## src/rtl/quad_pkg.sv

```systemverilog
`default_nettype none
// ============================================================================
// Package  : quad_pkg
// Brief    : Phase encodings, FSM states and the quadrature edge classifier.
// Revision : 1.0
// ============================================================================
package quad_pkg;

    typedef logic [1:0] phase_t;

    localparam phase_t c_ph_00 = 2'b00;
    localparam phase_t c_ph_01 = 2'b01;
    localparam phase_t c_ph_11 = 2'b11;
    localparam phase_t c_ph_10 = 2'b10;

    typedef enum logic [0:0] {
        ST_INIT  = 1'b0,
        ST_TRACK = 1'b1
    } state_t;

    typedef struct packed {
        logic valid;
        logic fwd;
        logic illegal;
    } dec_t;

    // Forward order is 00->01->11->10, so the forward successor is {p[0], ~p[1]};
    // a change of both bits at once is a double jump.
    function automatic dec_t decode(input phase_t prev, input phase_t cur);
        dec_t d;
        d.valid   = (cur != prev);
        d.illegal = (cur == (prev ^ 2'b11));
        d.fwd     = d.valid && !d.illegal && (cur == {prev[0], ~prev[1]});
        return d;
    endfunction

endpackage
`default_nettype wire

```

## src/rtl/sync_filter.sv

```systemverilog
`default_nettype none
// ============================================================================
// Module   : sync_filter
// Brief    : Multi-flop synchroniser followed by a run-length glitch filter.
// Revision : 1.0
// ============================================================================
module sync_filter #(
    parameter int SYNC_STAGES = 2,
    parameter int FILT_LEN    = 3
) (
    input  logic clk,
    input  logic arst_n,
    input  logic i_din,
    output logic o_level
);

    localparam int c_cnt_w = (FILT_LEN > 1) ? $clog2(FILT_LEN) : 1;
    localparam logic [c_cnt_w-1:0] c_cnt_last = c_cnt_w'(FILT_LEN - 1);

    logic [SYNC_STAGES-1:0] r_sync;
    logic [c_cnt_w-1:0]     r_cnt;
    logic                   r_filt;
    logic                   w_synced;

    assign w_synced = r_sync[SYNC_STAGES-1];

    // The new level is taken on the FILT_LEN-th consecutive differing sample,
    // so the counter only needs to hold the FILT_LEN-1 samples before it.
    always_ff @(posedge clk or negedge arst_n) begin
        if (!arst_n) begin
            r_sync <= '0;
            r_cnt  <= '0;
            r_filt <= 1'b0;
        end else begin
            r_sync <= {r_sync[SYNC_STAGES-2:0], i_din};
            if (w_synced == r_filt) begin
                r_cnt <= '0;
            end else if (r_cnt == c_cnt_last) begin
                r_filt <= w_synced;
                r_cnt  <= '0;
            end else begin
                r_cnt <= r_cnt + 1'b1;
            end
        end
    end

    assign o_level = r_filt;

endmodule
`default_nettype wire

```

## src/rtl/quad_decoder.sv

```systemverilog
`default_nettype none
// ============================================================================
// Module   : quad_decoder
// Brief    : Quadrature decoder producing step/dir/err pulses and a position.
// Revision : 1.0
// ============================================================================
module quad_decoder #(
    parameter int CNT_W       = 4,
    parameter int SYNC_STAGES = 2,
    parameter int FILT_LEN    = 3
) (
    input  logic             clk,
    input  logic             arst_n,
    input  logic             en,
    input  logic             clr,
    input  logic             a_in,
    input  logic             b_in,
    output logic             step,
    output logic             dir,
    output logic             err,
    output logic [CNT_W-1:0] pos
);

    import quad_pkg::*;

    localparam int c_init_cycles = SYNC_STAGES + FILT_LEN;
    localparam int c_init_w      = $clog2(c_init_cycles + 1);
    localparam logic [c_init_w-1:0] c_init_last = c_init_w'(c_init_cycles);

    logic [1:0]          w_raw;
    logic [1:0]          w_filt;
    phase_t              w_phase;
    dec_t                w_dec;

    state_t              r_state,    w_state_nxt;
    logic [c_init_w-1:0] r_init_cnt, w_init_cnt_nxt;
    phase_t              r_prev,     w_prev_nxt;
    logic                r_step,     w_step_nxt;
    logic                r_dir,      w_dir_nxt;
    logic                r_err,      w_err_nxt;
    logic [CNT_W-1:0]    r_pos,      w_pos_nxt;

    assign w_raw = {a_in, b_in};

    for (genvar i = 0; i < 2; i++) begin : g_chan
        sync_filter #(
            .SYNC_STAGES (SYNC_STAGES),
            .FILT_LEN    (FILT_LEN)
        ) u_sync_filter (
            .clk     (clk),
            .arst_n  (arst_n),
            .i_din   (w_raw[i]),
            .o_level (w_filt[i])
        );
    end

    assign w_phase = w_filt;

    always_ff @(posedge clk or negedge arst_n) begin
        if (!arst_n) begin
            r_state    <= ST_INIT;
            r_init_cnt <= '0;
            r_prev     <= c_ph_00;
            r_step     <= 1'b0;
            r_dir      <= 1'b0;
            r_err      <= 1'b0;
            r_pos      <= '0;
        end else begin
            r_state    <= w_state_nxt;
            r_init_cnt <= w_init_cnt_nxt;
            r_prev     <= w_prev_nxt;
            r_step     <= w_step_nxt;
            r_dir      <= w_dir_nxt;
            r_err      <= w_err_nxt;
            r_pos      <= w_pos_nxt;
        end
    end

    // INIT waits for the filters to settle on the reset-time input levels,
    // then adopts that phase so the first tracked comparison is meaningful.
    always_comb begin
        w_state_nxt    = r_state;
        w_init_cnt_nxt = r_init_cnt;
        w_prev_nxt     = r_prev;
        w_step_nxt     = 1'b0;
        w_err_nxt      = 1'b0;
        w_dir_nxt      = r_dir;
        w_pos_nxt      = r_pos;
        w_dec          = decode(r_prev, w_phase);

        case (r_state)
            ST_INIT: begin
                if (r_init_cnt == c_init_last) begin
                    w_prev_nxt  = w_phase;
                    w_state_nxt = ST_TRACK;
                end else begin
                    w_init_cnt_nxt = r_init_cnt + 1'b1;
                end
            end
            ST_TRACK: begin
                if (w_dec.valid) begin
                    w_prev_nxt = w_phase;
                    if (w_dec.illegal) begin
                        w_err_nxt = 1'b1;
                    end else if (en) begin
                        w_step_nxt = 1'b1;
                        w_dir_nxt  = w_dec.fwd;
                        w_pos_nxt  = w_dec.fwd ? (r_pos + 1'b1) : (r_pos - 1'b1);
                    end
                end
            end
            default: begin
                w_state_nxt = ST_INIT;
            end
        endcase

        if (clr) begin
            w_pos_nxt = '0;
        end
    end

    assign step = r_step;
    assign dir  = r_dir;
    assign err  = r_err;
    assign pos  = r_pos;

endmodule
`default_nettype wire

```

## config.mk

```make
export PLATFORM = sky130hd
export DESIGN_NAME = quad_decoder
export DESIGN_NICKNAME = d
export VERILOG_FILES = /design/src/rtl/quad_pkg.sv /design/src/rtl/sync_filter.sv /design/src/rtl/quad_decoder.sv
export SDC_FILE = /design/constraint.sdc
export NUM_CORES = 1
export LEC_CHECK = 0
export CAP_MARGIN = 10
export CORE_ASPECT_RATIO = 0.9
export CORE_MARGIN = 5
export CORE_UTILIZATION = 52
export DETAILED_ROUTE_END_ITERATION = 8
export GPL_TIMING_DRIVEN = 0
export PLACE_DENSITY = 0.78
export REMOVE_ABC_BUFFERS = 1
export SLEW_MARGIN = 10
export SYNTH_ARGS = -nofsm -noshare
export SYNTH_HDL_FRONTEND = slang
export SYNTH_HIERARCHICAL = 1
export SYNTH_SLANG_ARGS = --single-unit
export TNS_END_PERCENT = 10
```

## constraint.sdc

```tcl
create_clock -name clk -period 3.74 [get_ports clk]
set_input_delay 0.374 -clock clk [delete_from_list [all_inputs] [get_ports clk]]
set_output_delay 0.374 -clock clk [all_outputs]
set_load 0.02 [all_outputs]
```

==> results.tsv <==
stage	metric	value	unit
run_status	status	finished clean	
setup_path	worstSetupPathType	reg -> reg	
routing	drc	0	
routing	drtPass1Iterations	3	
die	die-area	0.00302	sq mm
logic_synthesis	avgSynthCellArea	12.4	sq um
grt	grt_pass1_vias	656	
setup_path	reg2regPathDepth	8	
power_and_ir_drop	peakVddDrop	476	uV
placement	place_ws	1.29	ns
grt	grtUsageMet3	4.43	%
logic_synthesis	yosysMostFrequentCell	dfrtp_1	
placement	place_congestion	0.815	
routing	ant_nets	0	
setup_path	start_kind	flip-flop	
die	core	0.00191	sq mm
routing	viasPerCell	5.04	
grt	grt.overflow.total	0	
power_and_ir_drop	total_power	1.03	mW
setup_path	crit_fanout	5	
timing	hold_viol_final	0	
logic_synthesis	ys.flop_type	dfrtp_1	
timing	fmax	403	MHz
grt	antenna_found_initial	0	
die	boundaryPins	13	
die	die_w	57.4	microns
die	rows	15	
clock_network	cts-resized-gates	0	
grt	top_usage_layer	met2	
routing	initialDrtViolationCount	3	
finish	final_util	64.3	%
finish	fillCellCount	151	
finish	fin_area	0.00123	sq mm
setup_path	crit_start	g_chan[1].u_sync_filter/o_level$_DFFE_PN0P_	
timing	rsz0062_at_grt	false	
finish	final_cells	126	
finish	drive_gt1_share	14.9	%
clock_network	cts_sinks	23	
placement	post-dp-hpwl	1220	microns
grt	grt_util_met2	22.2	%
power_and_ir_drop	pwr_density_cell	838	mW/mm^2
placement	post-place-cells	122	
routing	vias	635	
setup_path	rrSetupSlack	1.26	ns
logic_synthesis	synth_area	0.00105	sq mm
setup_path	cp_data_arrival_time	2.69	ns
power_and_ir_drop	leakage	0.520	nW
setup_path	critPathCaptureType	flip-flop	
clock_network	clk_pin_slew_worst_paths	0.12	ns
min_path	min-delay-path-class	reg -> reg	
timing	finalMaxSlewViolations	0	
finish	multi_input_area	458	sq um
logic_synthesis	synth_top_area_share	54.7	%
clock_network	cts_root_buffer	clkbuf_4	
grt	grt_pass1_wl	2930	microns
timing	setup_ws	1.26	ns
logic_synthesis	synthArstFlopShare	100	%
grt	grtUsageMet1	14.7	%
die	die_h	52.7	microns
setup_path	crit_path_end	pos[3]$_DFFE_PN0P_	
logic_synthesis	synth_edf_count	0	
logic_synthesis	synth.largest_area_cell	dfrtp_1	
placement	dpl_cell_area	0.00120	sq mm
timing	period_needed	2.48	ns
setup_path	reg2reg_from	g_chan[1].u_sync_filter/o_level$_DFFE_PN0P_	
grt	grt_use_total	13.0	%
placement	numPortBuffers	12	
clock_network	insertion_delay	0.31	ns
finish	seqCellArea	576	sq um
timing	hold_ws	0.361	ns
timing	fin_tns_setup	0	ns
logic_synthesis	ys_types	24	
die	start_util	55.0	%
timing	tightestPinTransition	0.959	ns
timing	timing.final.crit_share	66.3	%
setup_path	cp.required	3.95	ns
routing	wl_per_cell	12.5	microns
clock_network	cts_made_buffers	3	
timing	max_slew_margin	35.9	%
clock_network	htreeDepth	1	
timing	skew	0.00222	ns
logic_synthesis	yosysSeqAreaShare	54.7	%
logic_synthesis	synth_top_cells_by_area	dfrtp_1 55%, xnor2_1 5.0%, ha_1 4.8%, mux2_4 4.3%, nand2_1 3.2%	
clock_network	clk_path_buf_depth	2	
logic_synthesis	yosysWarnings	6	
logic_synthesis	synthTopCellsByCount	23 x dfrtp_1, 9 x nand2_1, 6 x xnor2_1, 5 x a21oi_1, 5 x inv_1	
routing	wirelength	1580	microns
logic_synthesis	ys_ff_latch	23	
finish	area_growth_syn_to_layout	17.0	%
clock_network	cts_hold_buf	0	
grt	grt_max_degree	24	
job	maxCapViolCount	0	
clock_network	cts_setup_buffers	0	
timing	setup_violations	0	
finish	fin_nets	113	
finish	antenna_cells	0	
logic_synthesis	syn_inst	85	
setup_path	r2r_end	pos[3]$_DFFE_PN0P_	
clock_network	cts_tree	done	
where the power goes:
part	internal, mW	switching (mW)	total [mW]
combinational	0.255	0.276	0.531
sequential	0.318	0.0727	0.390
clock	0.0400	0.0708	0.111
logic make-up after synthesis:
group | Yosys count | share of synthesized area (%)
AO/OA/AOI/OAI | 14 | 8.80
flip-flops | 23 | 54.7
adder cells (fa/ha/maj) | 5 | 6.66
XOR/XNOR | 11 | 11.3
buffers and inverters | 5 | 1.78
multiplexers | 3 | 4.28
AND/OR/NAND/NOR | 24 | 12.5
routing by layer:
layer / vias up / wire, microns
li1: 315 / -
met1: 302 / 677
met2: 13 / 787
met3: 5 / 81
met4: 0 / 32
met5: - / 0
state kept, by name, indices dropped and copies added (netlist names):
signal and flops:
err 1, g_chan.u_sync_filter/r_sync 4, step 1, r_state 1, r_prev 2, pos 4
dir 1, r_init_cnt 3, g_chan.u_sync_filter/o_level 2, g_chan.u_sync_filter/r_cnt 4
worst max-delay path, stage by stage, from the launching register on:
cell,delay [ns]
dfrtp_1,0.48
xor2_2,0.22
nor2_1,0.23
inv_1,0.11
ha_1,0.34
a21oi_1,0.11
a211o_2,0.35
a211oi_2,0.21
mux2_4,0.32
cell usage in the layout, fill, tap and decap left out, drive strengths merged:
master and count:
mux2 3, xnor2 7, a211o 1, inv 5, clkdlybuf4s50 12, nor2 3
o211ai 1, and3 1, o21ai 5, nor2b 3, clkbuf 3, nand2 9
nand3 3, xor2 4, ha 4, a21oi 5, dfrtp 23, clkinv 1
nor3b 2, nor3 2, and2 1, a211oi 2, fa 1
worst min path at each step:
stage / start / to / slack, ns / depth (start not counted)
after floorplan: arst_n / dir$_DFFE_PN0P_ / 0.08 / 0
after global routing: g_chan[1].u_sync_filter/r_sync[0]$_DFF_PN0_ / g_chan[1].u_sync_filter/r_sync[1]$_DFF_PN0_ / 0.39 / 0
after CTS: g_chan[1].u_sync_filter/r_sync[0]$_DFF_PN0_ / g_chan[1].u_sync_filter/r_sync[1]$_DFF_PN0_ / 0.36 / 0
after detailed placement: g_chan[1].u_sync_filter/r_sync[0]$_DFF_PN0_ / g_chan[1].u_sync_filter/r_sync[1]$_DFF_PN0_ / 0.33 / 0
final: g_chan[1].u_sync_filter/r_sync[0]$_DFF_PN0_ / g_chan[1].u_sync_filter/r_sync[1]$_DFF_PN0_ / 0.36 / 0
after global placement: g_chan[1].u_sync_filter/r_sync[0]$_DFF_PN0_ / g_chan[1].u_sync_filter/r_sync[1]$_DFF_PN0_ / 0.33 / 0
cell type report:
type,count,area share (%)
flip-flops and latches,23,46.7
multi-input cells,57,37.2
repair buffers,12,9.76
well taps,25,2.54
clock buffers,3,1.83
inverters,5,1.52
clock inverters,1,0.407
(Power assumes the default switching activity.)
